--- src/rtl/cfg_txn_ctrl.sv ---
`default_nettype none
// ============================================================================
// Module   : cfg_txn_ctrl
// Brief    : Turns config-space read/write command pulses into transport
//            requests, with response wait, timeout and bounded retry.
// Revision : 1.0 - initial release
// ============================================================================
module cfg_txn_ctrl #(
    parameter int ADDR_W    = 8,
    parameter int DATA_W    = 32,
    parameter int MAX_RETRY = 3,
    parameter int TIMEOUT   = 64
) (
    input  logic              clk,
    input  logic              reset,
    input  logic              s_read_pul,
    input  logic              s_write_pul,
    input  logic [ADDR_W-1:0] s_addr,
    input  logic [DATA_W-1:0] s_wdata,
    input  logic              trans_error_pul,
    input  logic              t_valid_pul,
    input  logic [DATA_W-1:0] t_rdata,
    output logic              t_req,
    output logic              t_write,
    output logic [ADDR_W-1:0] t_addr,
    output logic [DATA_W-1:0] t_wdata,
    output logic [DATA_W-1:0] s_rdata,
    output logic              s_done,
    output logic              s_err,
    output logic              busy,
    output logic [3:0]        retry_cnt
);

    localparam logic [3:0]  c_max_retry = MAX_RETRY[3:0];
    localparam logic [15:0] c_timeout   = TIMEOUT[15:0];

    typedef enum logic [1:0] {
        ST_IDLE  = 2'd0,
        ST_ISSUE = 2'd1,
        ST_WAIT  = 2'd2
    } state_t;

    state_t            r_state;
    state_t            w_state_nxt;
    // r_timer holds the number of the current WAIT cycle (1..TIMEOUT)
    logic [15:0]       r_timer;
    logic [15:0]       w_timer_nxt;

    logic              w_t_req;
    logic              w_t_write;
    logic [ADDR_W-1:0] w_t_addr;
    logic [DATA_W-1:0] w_t_wdata;
    logic [DATA_W-1:0] w_s_rdata;
    logic              w_s_done;
    logic              w_s_err;
    logic              w_busy;
    logic [3:0]        w_retry_cnt;

    logic              w_cmd_one;
    logic              w_cmd_both;
    logic              w_err_evt;

    assign w_cmd_one  = s_read_pul ^ s_write_pul;
    assign w_cmd_both = s_read_pul & s_write_pul;
    // Error beats a coincident valid; a valid in the last WAIT cycle still wins over timeout
    assign w_err_evt  = trans_error_pul | (~t_valid_pul & (r_timer == c_timeout));

    always_ff @(posedge clk) begin
        if (reset) begin
            r_state   <= ST_IDLE;
            r_timer   <= '0;
            t_req     <= 1'b0;
            t_write   <= 1'b0;
            t_addr    <= '0;
            t_wdata   <= '0;
            s_rdata   <= '0;
            s_done    <= 1'b0;
            s_err     <= 1'b0;
            busy      <= 1'b0;
            retry_cnt <= '0;
        end else begin
            r_state   <= w_state_nxt;
            r_timer   <= w_timer_nxt;
            t_req     <= w_t_req;
            t_write   <= w_t_write;
            t_addr    <= w_t_addr;
            t_wdata   <= w_t_wdata;
            s_rdata   <= w_s_rdata;
            s_done    <= w_s_done;
            s_err     <= w_s_err;
            busy      <= w_busy;
            retry_cnt <= w_retry_cnt;
        end
    end

    always_comb begin
        w_state_nxt = r_state;
        w_timer_nxt = r_timer;
        w_t_write   = t_write;
        w_t_addr    = t_addr;
        w_t_wdata   = t_wdata;
        w_s_rdata   = s_rdata;
        w_s_done    = 1'b0;
        w_s_err     = 1'b0;
        w_retry_cnt = retry_cnt;

        case (r_state)
            ST_IDLE: begin
                if (w_cmd_one) begin
                    w_t_write   = s_write_pul;
                    w_t_addr    = s_addr;
                    if (s_write_pul) begin
                        w_t_wdata = s_wdata;
                    end
                    w_retry_cnt = 4'd0;
                    w_state_nxt = ST_ISSUE;
                end else if (w_cmd_both) begin
                    w_s_err = 1'b1;
                end
            end
            ST_ISSUE: begin
                w_timer_nxt = 16'd1;
                w_state_nxt = ST_WAIT;
            end
            ST_WAIT: begin
                if (w_err_evt) begin
                    if (retry_cnt < c_max_retry) begin
                        w_retry_cnt = retry_cnt + 4'd1;
                        w_state_nxt = ST_ISSUE;
                    end else begin
                        w_s_err     = 1'b1;
                        w_state_nxt = ST_IDLE;
                    end
                end else if (t_valid_pul) begin
                    if (!t_write) begin
                        w_s_rdata = t_rdata;
                    end
                    w_s_done    = 1'b1;
                    w_state_nxt = ST_IDLE;
                end else begin
                    w_timer_nxt = r_timer + 16'd1;
                end
            end
            default: begin
                w_state_nxt = ST_IDLE;
            end
        endcase

        w_t_req = (w_state_nxt == ST_ISSUE);
        w_busy  = (w_state_nxt != ST_IDLE);
    end

endmodule
`default_nettype wire

--- config.mk ---
export PLATFORM = sky130hd
export DESIGN_NAME = cfg_txn_ctrl
export DESIGN_NICKNAME = d
export VERILOG_FILES = /design/src/rtl/cfg_txn_ctrl.sv
export SDC_FILE = /design/constraint.sdc
export NUM_CORES = 1
export LEC_CHECK = 0
export CAP_MARGIN = 10
export CELL_PAD_IN_SITES_DETAIL_PLACEMENT = 0
export CELL_PAD_IN_SITES_GLOBAL_PLACEMENT = 1
export CORE_ASPECT_RATIO = 1.25
export CORE_MARGIN = 4
export CORE_UTILIZATION = 34
export CTS_BUF_LIST = sky130_fd_sc_hd__clkbuf_4 sky130_fd_sc_hd__clkbuf_8
export CTS_CLUSTER_DIAMETER = 200
export DETAILED_ROUTE_END_ITERATION = 8
export PLACE_DENSITY_LB_ADDON = 0.1
export REMOVE_ABC_BUFFERS = 1
export SYNTH_ARGS = -nofsm -noshare
export SYNTH_HDL_FRONTEND = slang
export SYNTH_SLANG_ARGS = --single-unit
--- constraint.sdc ---
create_clock -name clk -period 3.3 [get_ports clk]
set_input_delay 0.66 -clock clk [delete_from_list [all_inputs] [get_ports clk]]
set_output_delay 0.66 -clock clk [all_outputs]
set_load 0.02 [all_outputs]
==> flow_summary.json <==
{
  "regArea_um2": 1980,
  "vias_per_cell": 4.84,
  "powerDensity_nw_per_um2": 428,
  "nets": 676,
  "wl_per_cell_um": 14.9,
  "min_path_type": "reg -> reg",
  "ant_nets": 0,
  "relSlewSlack": 0.512,
  "drv_slew": 0,
  "cts_root_buf": "clkbuf_8",
  "clkLatencyLatePin_ps": 360,
  "rsz0062_at_grt": "false",
  "critical_path_class": "in -> reg",
  "synth_warnings": 0,
  "seq_area_frac_synth": 0.512,
  "layout-drive-gt1-share": 0.0487,
  "htree_levels": 3,
  "finClkSkew_ps": 8.34,
  "num-fill-cells": 1064,
  "leakage_nw": 2.28,
  "post-cts-setup-buffer-count": 0,
  "synth-edff-count": 0,
  "die_x_um": 103,
  "cts.reportedPaths.clkPinSlew_ps": 80,
  "maxCapViolCount": 0,
  "gr-usage-all-layers": 0.166,
  "grt_overflow": 0,
  "cp-end-kind": "flip-flop",
  "drc": 0,
  "synthCells": 443,
  "start_util": 0.348,
  "ys.flop_type": "dfxtp_1",
  "syn_area_um2": 3870,
  "tightest_slew_ps": 732,
  "drt-initial-drc-count": 154,
  "ios": 159,
  "path_max_fanout": 7,
  "hold_viol": 0,
  "postPlaceCellArea_um2": 5560,
  "routed_wl_um": 10900,
  "setup_viol": 0,
  "cts_sinks": 99,
  "rows": 43,
  "antenna_found_initial": 0,
  "cts_tree": "built",
  "core-area_um2": 11100,
  "grt_pass1_wl_um": 17200,
  "cp.arrival_ps": 2610,
  "tns_ps": 0,
  "multiInputGateArea_um2": 1740,
  "start_kind": "input pin",
  "die_y_um": 127,
  "ys_seq_elements": 99,
  "outcome": "finished, final reports clean",
  "fin_crit_ps": 2320,
  "peakVddDrop_mv": 0.187,
  "ctsLongestPathBuffers": 2,
  "cts_resized": 0,
  "synth_cell_types": 44,
  "required_ps": 3590,
  "numCtsBuffers": 9,
  "max_clock_freq_mhz": 431,
  "hpwl_um": 7920,
  "via_count": 3540,
  "synthArstFlopShare": 0,
  "area.growth.synth_to_final_pct": 48.7,
  "avgSynthCellArea_um2": 8.74,
  "antenna_cells": 0,
  "grt_max_degree": 40,
  "cts_hold_buf": 0,
  "post-route-period-util": 0.703,
  "fp.dieArea_um2": 13200,
  "first_pass_iters": 4,
  "gp_congestion": 0.854,
  "grt_pass1_vias": 3516,
  "fin_area_um2": 5760,
  "numPortBuffers": 158
}
[layer usage]
| layer | wire, um | track usage | share of wire | vias up |
|---|---|---|---|---|
| met5 | 0 | 0 | 0 | - |
| met4 | 179 | 0.0526 | 0.016 | 0 |
| met3 | 1010 | 0.0754 | 0.093 | 13 |
| met2 | 5420 | 0.275 | 0.50 | 127 |
| met1 | 4310 | 0.188 | 0.39 | 1607 |
| li1 | - | - | - | 1793 |
[path summary, 6_finish.rpt]
kind / cells after the start / slack (ps) / end / start
worst min-delay path: 2 / 450 / t_wdata[15]$_SDFFE_PP0P_ / t_wdata[15]$_SDFFE_PP0P_
worst max-delay path: 7 / 980 / r_timer[2]$_SDFFE_PP0P_ / t_valid_pul
worst min register to register: 2 / 450 / t_wdata[15]$_SDFFE_PP0P_ / t_wdata[15]$_SDFFE_PP0P_
worst max register to register: 8 / 1060 / r_timer[2]$_SDFFE_PP0P_ / r_timer[0]$_SDFFE_PP0P_
[state kept, by name, indices dropped and copies added, names as in the netlist]
name and count:
busy 1, r_state 2, r_timer 16, retry_cnt 4
s_done 1, s_err 1, s_rdata 32, t_addr 8
t_req 1, t_wdata 32, t_write 1
[synthesized netlist by cell type (3+ instances only)]
cell,n,area [um2]
buf_6,3,33.8
nand2_1,91,342
ha_1,5,62.6
and2_1,3,18.8
nor2b_1,3,18.8
a21oi_1,50,250
nand4_1,4,25.0
nand2b_1,5,31.3
a31oi_1,3,18.8
nor2_1,50,188
mux2i_1,33,330
dfxtp_1,99,1980
inv_1,6,22.5
nand3_1,15,75.1
nor4b_1,3,26.3
clkbuf_1,21,78.8
o31ai_1,4,30.0
o21ai_0,4,20.0
nor3_1,6,30.0
[cell families (layout without fill, tap and decap cells)]
logic type / count (synthesis) / in the layout / synth area share
xor gates and xnor gates: 2 / 2 / 0.00453
AOI/OAI and AO/OA: 74 / 74 / 0.110
buffers and inverters: 32 / 185 / 0.0381
adders and majority gates: 5 / 5 / 0.0162
muxes: 33 / 33 / 0.0853
DFF: 99 / 99 / 0.512
and+or+nand+nor: 198 / 198 / 0.234
[placed cells by master (no fill, tap or decap), types with 4 or more instances in the layout]
cell / n
buf_4: 6
a21oi_1: 50
clkbuf_8: 12
inv_1: 6
nand4_1: 4
ha_1: 5
clkdlybuf4s50_1: 157
nand2_1: 91
mux2i_1: 33
nor3_1: 6
nand3_1: 15
o21ai_0: 4
nor2_1: 50
dfxtp_1: 99
o31ai_1: 4
nand2b_1: 5
[area by class of cell]
cell class,instances,area share
Timing Repair Buffer,165,0.285
Clock buffer,12,0.0287
Multi-Input combinational cell,312,0.303
Tap cell,135,0.0293
Clock inverter,2,0.00609
Inverter,6,0.00391
Sequential cell,99,0.344
[through the flow]
stage	utilization	hold WS (ps)	setup slack [ps]	std cells	total power, mW
after global placement	0.499	441	719	717	1.70
after floorplan	-	463	766	417	1.46
after CTS	0.517	458	1000	731	2.50
final	0.517	455	981	731	2.46
after detailed placement	0.499	448	624	717	1.70
after global routing	0.517	477	803	731	2.59
[worst max-delay path, stage by stage]
cell	delay, ps
clkdlybuf4s50_1	540
nor4_1	230
nand4_1	310
buf_4	290
a21oi_2	300
o21bai_1	160
o2bb2ai_1	120
[report_power, final]
group / total (mW) / internal, mW / switching, mW / leakage [nW]
Sequential: 1.27 / 1.24 / 0.0298 / 0.803
Clock: 0.794 / 0.404 / 0.390 / 0.104
Combinational: 0.399 / 0.203 / 0.196 / 1.37
Total: 2.46 / 1.85 / 0.616 / 2.28
Power figures use the tool's default switching activity.
